`config.mk`:
```
export PLATFORM = sky130hd
export DESIGN_NAME = led_debug_viewer
export DESIGN_NICKNAME = d
export VERILOG_FILES = /design/src/rtl/debug_view_pkg.sv /design/src/rtl/led_debug_viewer_btn_debounce.sv /design/src/rtl/led_debug_viewer.sv
export SDC_FILE = /design/constraint.sdc
export NUM_CORES = 1
export LEC_CHECK = 0
export BUFFER_PORTS_ARGS = -buffer_cell sky130_fd_sc_hd__buf_2
export CAP_MARGIN = 20
export CORE_MARGIN = 10
export CORE_UTILIZATION = 50
export DETAILED_ROUTE_END_ITERATION = 7
export PLACE_DENSITY = 0.7
export SYNTH_ARGS = -nofsm -noshare
export SYNTH_HDL_FRONTEND = slang
export SYNTH_HIERARCHICAL = 1
export SYNTH_SLANG_ARGS = --single-unit
```
`constraint.sdc`:
```
create_clock -name clk_100MHz -period 5.89 [get_ports clk_100MHz]
set_clock_uncertainty 0.1 [all_clocks]
set_input_delay 1.4725 -clock clk_100MHz [delete_from_list [all_inputs] [get_ports clk_100MHz]]
set_output_delay 1.4725 -clock clk_100MHz [all_outputs]
set_load 0.02 [all_outputs]
```
`src/rtl/debug_view_pkg.sv`:
```
// Shared types and index helpers for the board debug display.
// Views are CH*4 probe bytes followed by a single flags view.
package debug_view_pkg;

    localparam int LED_W = 8;

    typedef enum logic {
        LIVE   = 1'b0,
        FROZEN = 1'b1
    } frz_state_e;

    function automatic int clog2(input int value);
        int w;
        w = 1;
        while ((1 << w) < value) begin
            w++;
        end
        return w;
    endfunction

    function automatic int view_count(input int ch);
        return ch * 4 + 1;
    endfunction

    function automatic int flags_idx(input int ch);
        return ch * 4;
    endfunction

endpackage

```
`src/rtl/led_debug_viewer_btn_debounce.sv`:
```
// Push-button conditioner: 2-flop synchronizer, counting debouncer
// and a single-cycle pulse on an accepted press.
module btn_debounce
    import debug_view_pkg::*;
#(
    parameter int DEB_CYCLES = 1000000
) (
    input  logic clk_i,
    input  logic rst_i,
    input  logic btn_i,
    output logic press_o
);

    localparam int CW = clog2(DEB_CYCLES);
    localparam logic [CW-1:0] CNT_MAX = CW'(DEB_CYCLES - 1);

    logic          sync1_q;
    logic          sync2_q;
    logic          lvl_q;
    logic          lvl_d;
    logic [CW-1:0] cnt_q;
    logic [CW-1:0] cnt_d;

    // A matching sample (bounce back) restarts qualification.
    always_comb begin
        cnt_d = '0;
        lvl_d = lvl_q;
        if (sync2_q != lvl_q) begin
            if (cnt_q == CNT_MAX) begin
                lvl_d = sync2_q;
            end else begin
                cnt_d = cnt_q + 1'b1;
            end
        end
    end

    always_ff @(posedge clk_i) begin
        if (rst_i) begin
            sync1_q <= 1'b0;
            sync2_q <= 1'b0;
            cnt_q   <= '0;
            lvl_q   <= 1'b0;
        end else begin
            sync1_q <= btn_i;
            sync2_q <= sync1_q;
            cnt_q   <= cnt_d;
            lvl_q   <= lvl_d;
        end
    end

    assign press_o = lvl_d & ~lvl_q;

endmodule

```
`src/rtl/led_debug_viewer.sv`:
```
// LED debug display: byte/flags view mux with auto-scan and a
// button-driven freeze that snapshots every probe channel.
module led_debug_viewer
    import debug_view_pkg::*;
#(
    parameter int CH         = 2,
    parameter int FLAG_W     = 2,
    parameter int SCAN_DIV   = 50000000,
    parameter int DEB_CYCLES = 1000000,
    parameter int SEL_W      = 5
) (
    input  logic                 clk_100MHz,
    input  logic                 rst,
    input  logic [CH*32-1:0]     probe_bus,
    input  logic [FLAG_W-1:0]    flags,
    input  logic [SEL_W-1:0]     sel,
    input  logic                 auto_mode,
    input  logic                 btn_freeze,
    output logic [LED_W-1:0]     LED,
    output logic [SEL_W-1:0]     scan_idx,
    output logic                 frozen
);

    localparam int NV = view_count(CH);
    localparam int TW = clog2(SCAN_DIV);
    localparam logic [SEL_W-1:0] IDX_LAST  = SEL_W'(NV - 1);
    localparam logic [SEL_W-1:0] IDX_FLAGS = SEL_W'(flags_idx(CH));
    localparam logic [TW-1:0]    TMAX      = TW'(SCAN_DIV - 1);

    logic               press;
    frz_state_e         state_q;
    frz_state_e         state_d;
    logic [CH*32-1:0]   snap_bus_q;
    logic [CH*32-1:0]   snap_bus_d;
    logic [FLAG_W-1:0]  snap_flags_q;
    logic [FLAG_W-1:0]  snap_flags_d;
    logic [TW-1:0]      timer_q;
    logic [TW-1:0]      timer_d;
    logic [SEL_W-1:0]   idx_q;
    logic [SEL_W-1:0]   idx_d;
    logic               auto_q;
    logic [LED_W-1:0]   led_q;
    logic [LED_W-1:0]   led_d;
    logic [CH*32-1:0]   src_bus;
    logic [FLAG_W-1:0]  src_flags;

    btn_debounce #(
        .DEB_CYCLES(DEB_CYCLES)
    ) u_btn (
        .clk_i  (clk_100MHz),
        .rst_i  (rst),
        .btn_i  (btn_freeze),
        .press_o(press)
    );

    always_comb begin
        timer_d = '0;
        idx_d   = sel;
        if (auto_mode) begin
            if (!auto_q) begin
                idx_d = '0;
            end else if (timer_q == TMAX) begin
                idx_d = (idx_q == IDX_LAST) ? '0 : idx_q + 1'b1;
            end else begin
                timer_d = timer_q + 1'b1;
                idx_d   = idx_q;
            end
        end
    end

    always_comb begin
        state_d      = state_q;
        snap_bus_d   = snap_bus_q;
        snap_flags_d = snap_flags_q;
        if (press) begin
            unique case (state_q)
                LIVE: begin
                    state_d      = FROZEN;
                    snap_bus_d   = probe_bus;
                    snap_flags_d = flags;
                end
                FROZEN: begin
                    state_d = LIVE;
                end
                default: state_d = LIVE;
            endcase
        end
    end

    assign src_bus   = (state_q == FROZEN) ? snap_bus_q : probe_bus;
    assign src_flags = (state_q == FROZEN) ? snap_flags_q : flags;

    // Probe byte i sits at bits [8i+7:8i]; indices past the flags view read 0.
    always_comb begin
        led_d = '0;
        for (int i = 0; i < CH * 4; i++) begin
            if (idx_d == SEL_W'(i)) begin
                led_d = src_bus[i*8 +: 8];
            end
        end
        if (idx_d == IDX_FLAGS) begin
            led_d = LED_W'(src_flags);
        end
    end

    always_ff @(posedge clk_100MHz) begin
        if (rst) begin
            state_q      <= LIVE;
            snap_bus_q   <= '0;
            snap_flags_q <= '0;
            timer_q      <= '0;
            idx_q        <= '0;
            auto_q       <= 1'b0;
            led_q        <= '0;
        end else begin
            state_q      <= state_d;
            snap_bus_q   <= snap_bus_d;
            snap_flags_q <= snap_flags_d;
            timer_q      <= timer_d;
            idx_q        <= idx_d;
            auto_q       <= auto_mode;
            led_q        <= led_d;
        end
    end

    assign LED      = led_q;
    assign scan_idx = idx_q;
    assign frozen   = (state_q == FROZEN);

endmodule

```
Word-level counts from Yosys, hierarchy flattened --
Index checks and enable logic that the tools add are counted.
Storage, ports and cells: bits of input ports 75, register bits 130
Cells by class: reduce and logical (&&, ||, !) cells 4, multiplexer cells 18, equality and inequality tests 12, bitwise operators 6, add/subtract/negate cells 3
Operators by type and width (count):
- $mux W64 | 1
- $mux W8 | 8
- $add A26 B1 Y26 const B | 1
- $eq A26 B26 Y1 const B | 1
- $add A20 B1 Y20 const B | 1
- $eq A20 B20 Y1 const B | 1
- $eq A5 B3 Y1 const B | 4
- $mux W5 | 4
- $eq A5 B2 Y1 const B | 2
- $eq A5 B4 Y1 const B | 2
- $add A5 B1 Y5 const B | 1
- $eq A5 B1 Y1 const B | 1
- $logic_not A5 Y1 | 1
- $not A1 Y1 | 5
- $mux W2 | 2
- $reduce_or A4 Y1 | 1
- $reduce_or A3 Y1 | 1
- $mux W1 | 2
- $pmux W1 S2 | 1
- $reduce_or A2 Y1 | 1
- $and A1 B1 Y1 | 1
- $ne A1 B1 Y1 | 1

Logic depth before layout (Yosys ltp) --
depth after elaboration 15, depth in mapped cells 12

Hierarchy --
Netlist, hierarchy kept.
By module, submodules not included:
- led_debug_viewer | area an instance 5383.9 µm², sequential area each 2142.1 µm², cells an instance 663, instances 1
- btn_debounce | area an instance 1073.5 µm², sequential area each 460.4 µm², cells an instance 118, instances 1

Worst setup path before layout --
OpenSTA, ideal clock, no wires.
kind in2reg, from input port auto_mode, to register led_q[4], in the netlist LED[4], arrival time 3.276 ns, path buffers 1, library setup time 0.133 ns, data required time 5.657 ns, slack 2.381 ns, stages 9, cells stage by stage nand2_1 -> nor2_1 -> or4b_2 -> and3_1 -> o2111ai_1 -> buf_2 -> o22ai_1 -> nor4_2 -> nor4_1
On the way: cells in the longest elaborated chain, start to end 10
Ends and longest elaborated chain:
- start, declared | line led_debug_viewer.sv:17 | input logic auto_mode,
- $mux W5 * | line led_debug_viewer.sv:59 | if (auto_mode) begin
- $logic_not A5 Y1 | line led_debug_viewer.sv:97 | if (idx_d == SEL_W'(i)) begin
- $mux W8 (8 in series) | line led_debug_viewer.sv:97
- end signal, assigned | line led_debug_viewer.sv:122 | led_q <= led_d;
- end, declared | line led_debug_viewer.sv:42 | logic [LED_W-1:0] led_q;
Mark *: on every way between the ends. The rest lies on a longest branch, timed or not. A chain may end at the register's enable or synchronous reset.

Final worst setup path --
from input port auto_mode, to register led_q[0], in the netlist LED[0]
On the way: cells in the longest elaborated chain, start to end 11
Ends and longest elaborated chain:
- $mux W5 * | line led_debug_viewer.sv:59
- $logic_not A5 Y1 | line led_debug_viewer.sv:97
- $mux W8 (8 in series) | line led_debug_viewer.sv:97
- $mux W2 * | line led_debug_viewer.sv:101 | if (idx_d == IDX_FLAGS) begin
Marked as above.

==> reports/qor.yml <==
clkLatencyLatePin_ns: 0.42
port-buffer-count: 88
drt_drc_violations_left: 0
grt_usage_pct: 19.49
drtPass1Iterations: 4
setup.worst_path.start_class: "input pin"
cts_sinks: 130
die_area_um2: 17860
grt_pass1_wl_mm: 28.39
yosysSeqAreaShare_pct: 40.30
yosysTopAreaCell: "dfxtp_1"
ios: 89
outcome: "complete, no violations"
antenna_cells: 0
critical_path_class: "input pin to flop"
synth.area.top_cells: "dfxtp_1, nand2_1, a21oi_1, mux2i_1, nor2_1"
vias: 5815
cts_buffers: 17
cp.required_ns: 6.07
fp.coreArea_um2: 12620
preCtsSetupSlack_ns: 1.738
synth-edff-count: 0
root_buffer: "clkbuf_16"
path_clk_slew_ns: 0.05
syn_area_per_cell_um2: 8.268
leakagePower_nw: 2.598
multi_input_area_um2: 3638
synth_warnings: 6
postSynthCellCount: 781
drt_first_iter_violations: 399
synth_area_um2: 6457
synth_nets: 860
drive_gt1_share_pct: 18.19
relSlewSlack_pct: 43.83
seqCellArea_um2: 2606
overflow: 0
nNetsFinal: 929
ys_types: 64
yosysTopAreaCellShare_pct: 40.30
clock_path_buffers: 2
finalHoldViolCount: 0
rsz0062_at_grt: "false"
maxCapViolCount: 0
grt_pass1_vias: 5781
initial_core_util_pct: 51.17
gp_congestion: 0.8692
antenna_found_initial: 0
worst_pin_slew_ns: 0.8425
via_per_inst: 5.618
post_cts_buffers: 0
yosys_register_bits: 130
yosysMostFrequentCell: "nand2_1"
fp-row-count: 41
period_minus_slack_ns: 3.719
yosys-top-cells-count: "nand2_1, dfxtp_1, a21oi_1"
worst_slack_ns: 2.171
fmax_mhz: 268.9
fp.dieW_um: 133.6
setup_tns_ns: 0
routedWlPerCell_um: 16.79
cp-end-kind: "flop"
synth-async-reset-ratio_pct: 0
cp_max_fo: 17
area_growth_pct: 17.44
cts_tree: "yes"
ys.flop_type: "dfxtp_1"
dp_hpwl_mm: 12.63
grt_max_degree: 68
power_density_nw_per_um2: 275.4
critPathArrivalTime_ns: 3.89
maxSlewViolCount: 0
ir_drop_mv: 0.2024
ctsHoldBuffers: 0
die_y_um: 133.6
fin_crit_sh_pct: 63.14
detail-route-antenna-nets: 0
fillCellCount: 1145
post_cts_resized: 0
hp-class: "flop to flop"
htree_levels: 4
drt_wl_total_mm: 17.37
setup_viol: 0
[area by class of cell]
cell class,count,share of cell area [%]
multi-input cells,595,47.98
flip-flops and latches,130,34.37
clock buffers,24,6.484
repair buffers,94,6.402
well taps,172,2.838
clock inverters,8,1.336
inverters,12,0.5940
[state kept, by name, summed over array words and instances (netlist names)]
| name | count |
|---|---|
| LED | 8 |
| auto_q | 1 |
| frozen | 1 |
| scan_idx | 5 |
| snap_bus_q | 64 |
| snap_flags_q | 2 |
| timer_q | 26 |
| u_btn/cnt_q | 20 |
| u_btn/lvl_q | 1 |
| u_btn/sync1_q | 1 |
| u_btn/sync2_q | 1 |
[cell families (layout without fill, tap and decap cells)]
logic type,count (synthesis),count (layout),synth area share (%)
AOI/OAI and AO/OA,158,158,14.57
buffers and inverters,56,138,3.507
xor gates and xnor gates,34,34,4.612
DFF,130,130,40.30
and+or+nand+nor,346,346,26.41
adders and majority gates,4,4,0.7751
muxes,53,53,9.824
[final timing paths]
path                                     from                     endpoint  slack [ns]  cells past startpoint
setup / recovery                    auto_mode            LED[0]$_SDFF_PP0_        2.17                     11
hold reg to reg   snap_bus_q[42]$_SDFFE_PP0P_  snap_bus_q[42]$_SDFFE_PP0P_        0.35                      2
hold / removal    snap_bus_q[42]$_SDFFE_PP0P_  snap_bus_q[42]$_SDFFE_PP0P_        0.35                      2
setup reg to reg        timer_q[9]$_SDFF_PP0_            LED[4]$_SDFF_PP0_        2.24                      8
[where the power goes]
| part | switching (mW) | leakage, nW | internal [mW] |
|---|---|---|---|
| clock network | 0.384 | 0.282 | 0.666 |
| registers | 0.00683 | 1.05 | 0.888 |
| logic | 0.0841 | 1.27 | 0.0600 |
| total | 0.475 | 2.60 | 1.61 |
[critical path, cell delays in order]
cell,delay [ns]
buf_2,0.19
nand2_1,0.15
nor2_1,0.10
or4b_2,0.62
and3_1,0.25
o2111ai_1,0.12
buf_4,0.25
or3_1,0.14
o221ai_1,0.10
a311oi_1,0.36
o32ai_1,0.13
[layout by cell type (no fill, tap or decap), types with 4 or more instances in the layout]
cell type / instances
nand2_1: 158
a21oi_1: 84
nor4_1: 7
nor3_1: 12
buf_4: 6
o22ai_1: 12
a211oi_1: 13
nand3_1: 14
nand2b_1: 5
mux2i_1: 39
xnor2_1: 20
nand4_1: 16
and2_1: 6
or3_1: 9
ha_1: 4
inv_1: 12
clkbuf_8: 4
mux2_2: 7
dfxtp_1: 129
buf_2: 88
and3_1: 17
nor2b_1: 15
xor2_1: 14
nor2_1: 59
mux4_2: 5
clkbuf_16: 17
o21ai_0: 24
o221ai_1: 5
[routing by layer]
layer,routed length [um],share of wire (%),track usage [%]
met3,862,5.0,5.263
met2,8785,51,33.43
met4,265,1.5,6.530
met1,7460,43,22.96
met5,0,0,0
[metrics by stage]
step / cells / area, um^2 / power, mW / hold WS, ns / util, %
floorplan: 781 / 6457 / 0.9916 / 0.3138 / -
global placement: 1002 / 6983 / 1.055 / 0.3300 / 55.33
detailed placement: 1002 / 6983 / 1.056 / 0.3327 / 55.33
CTS: 1034 / 7576 / 2.107 / 0.3525 / 60.03
global route: 1035 / 7584 / 2.158 / 0.3708 / 60.09
finish: 1035 / 7584 / 2.089 / 0.3505 / 60.09
Power figures use the tool's default switching activity.
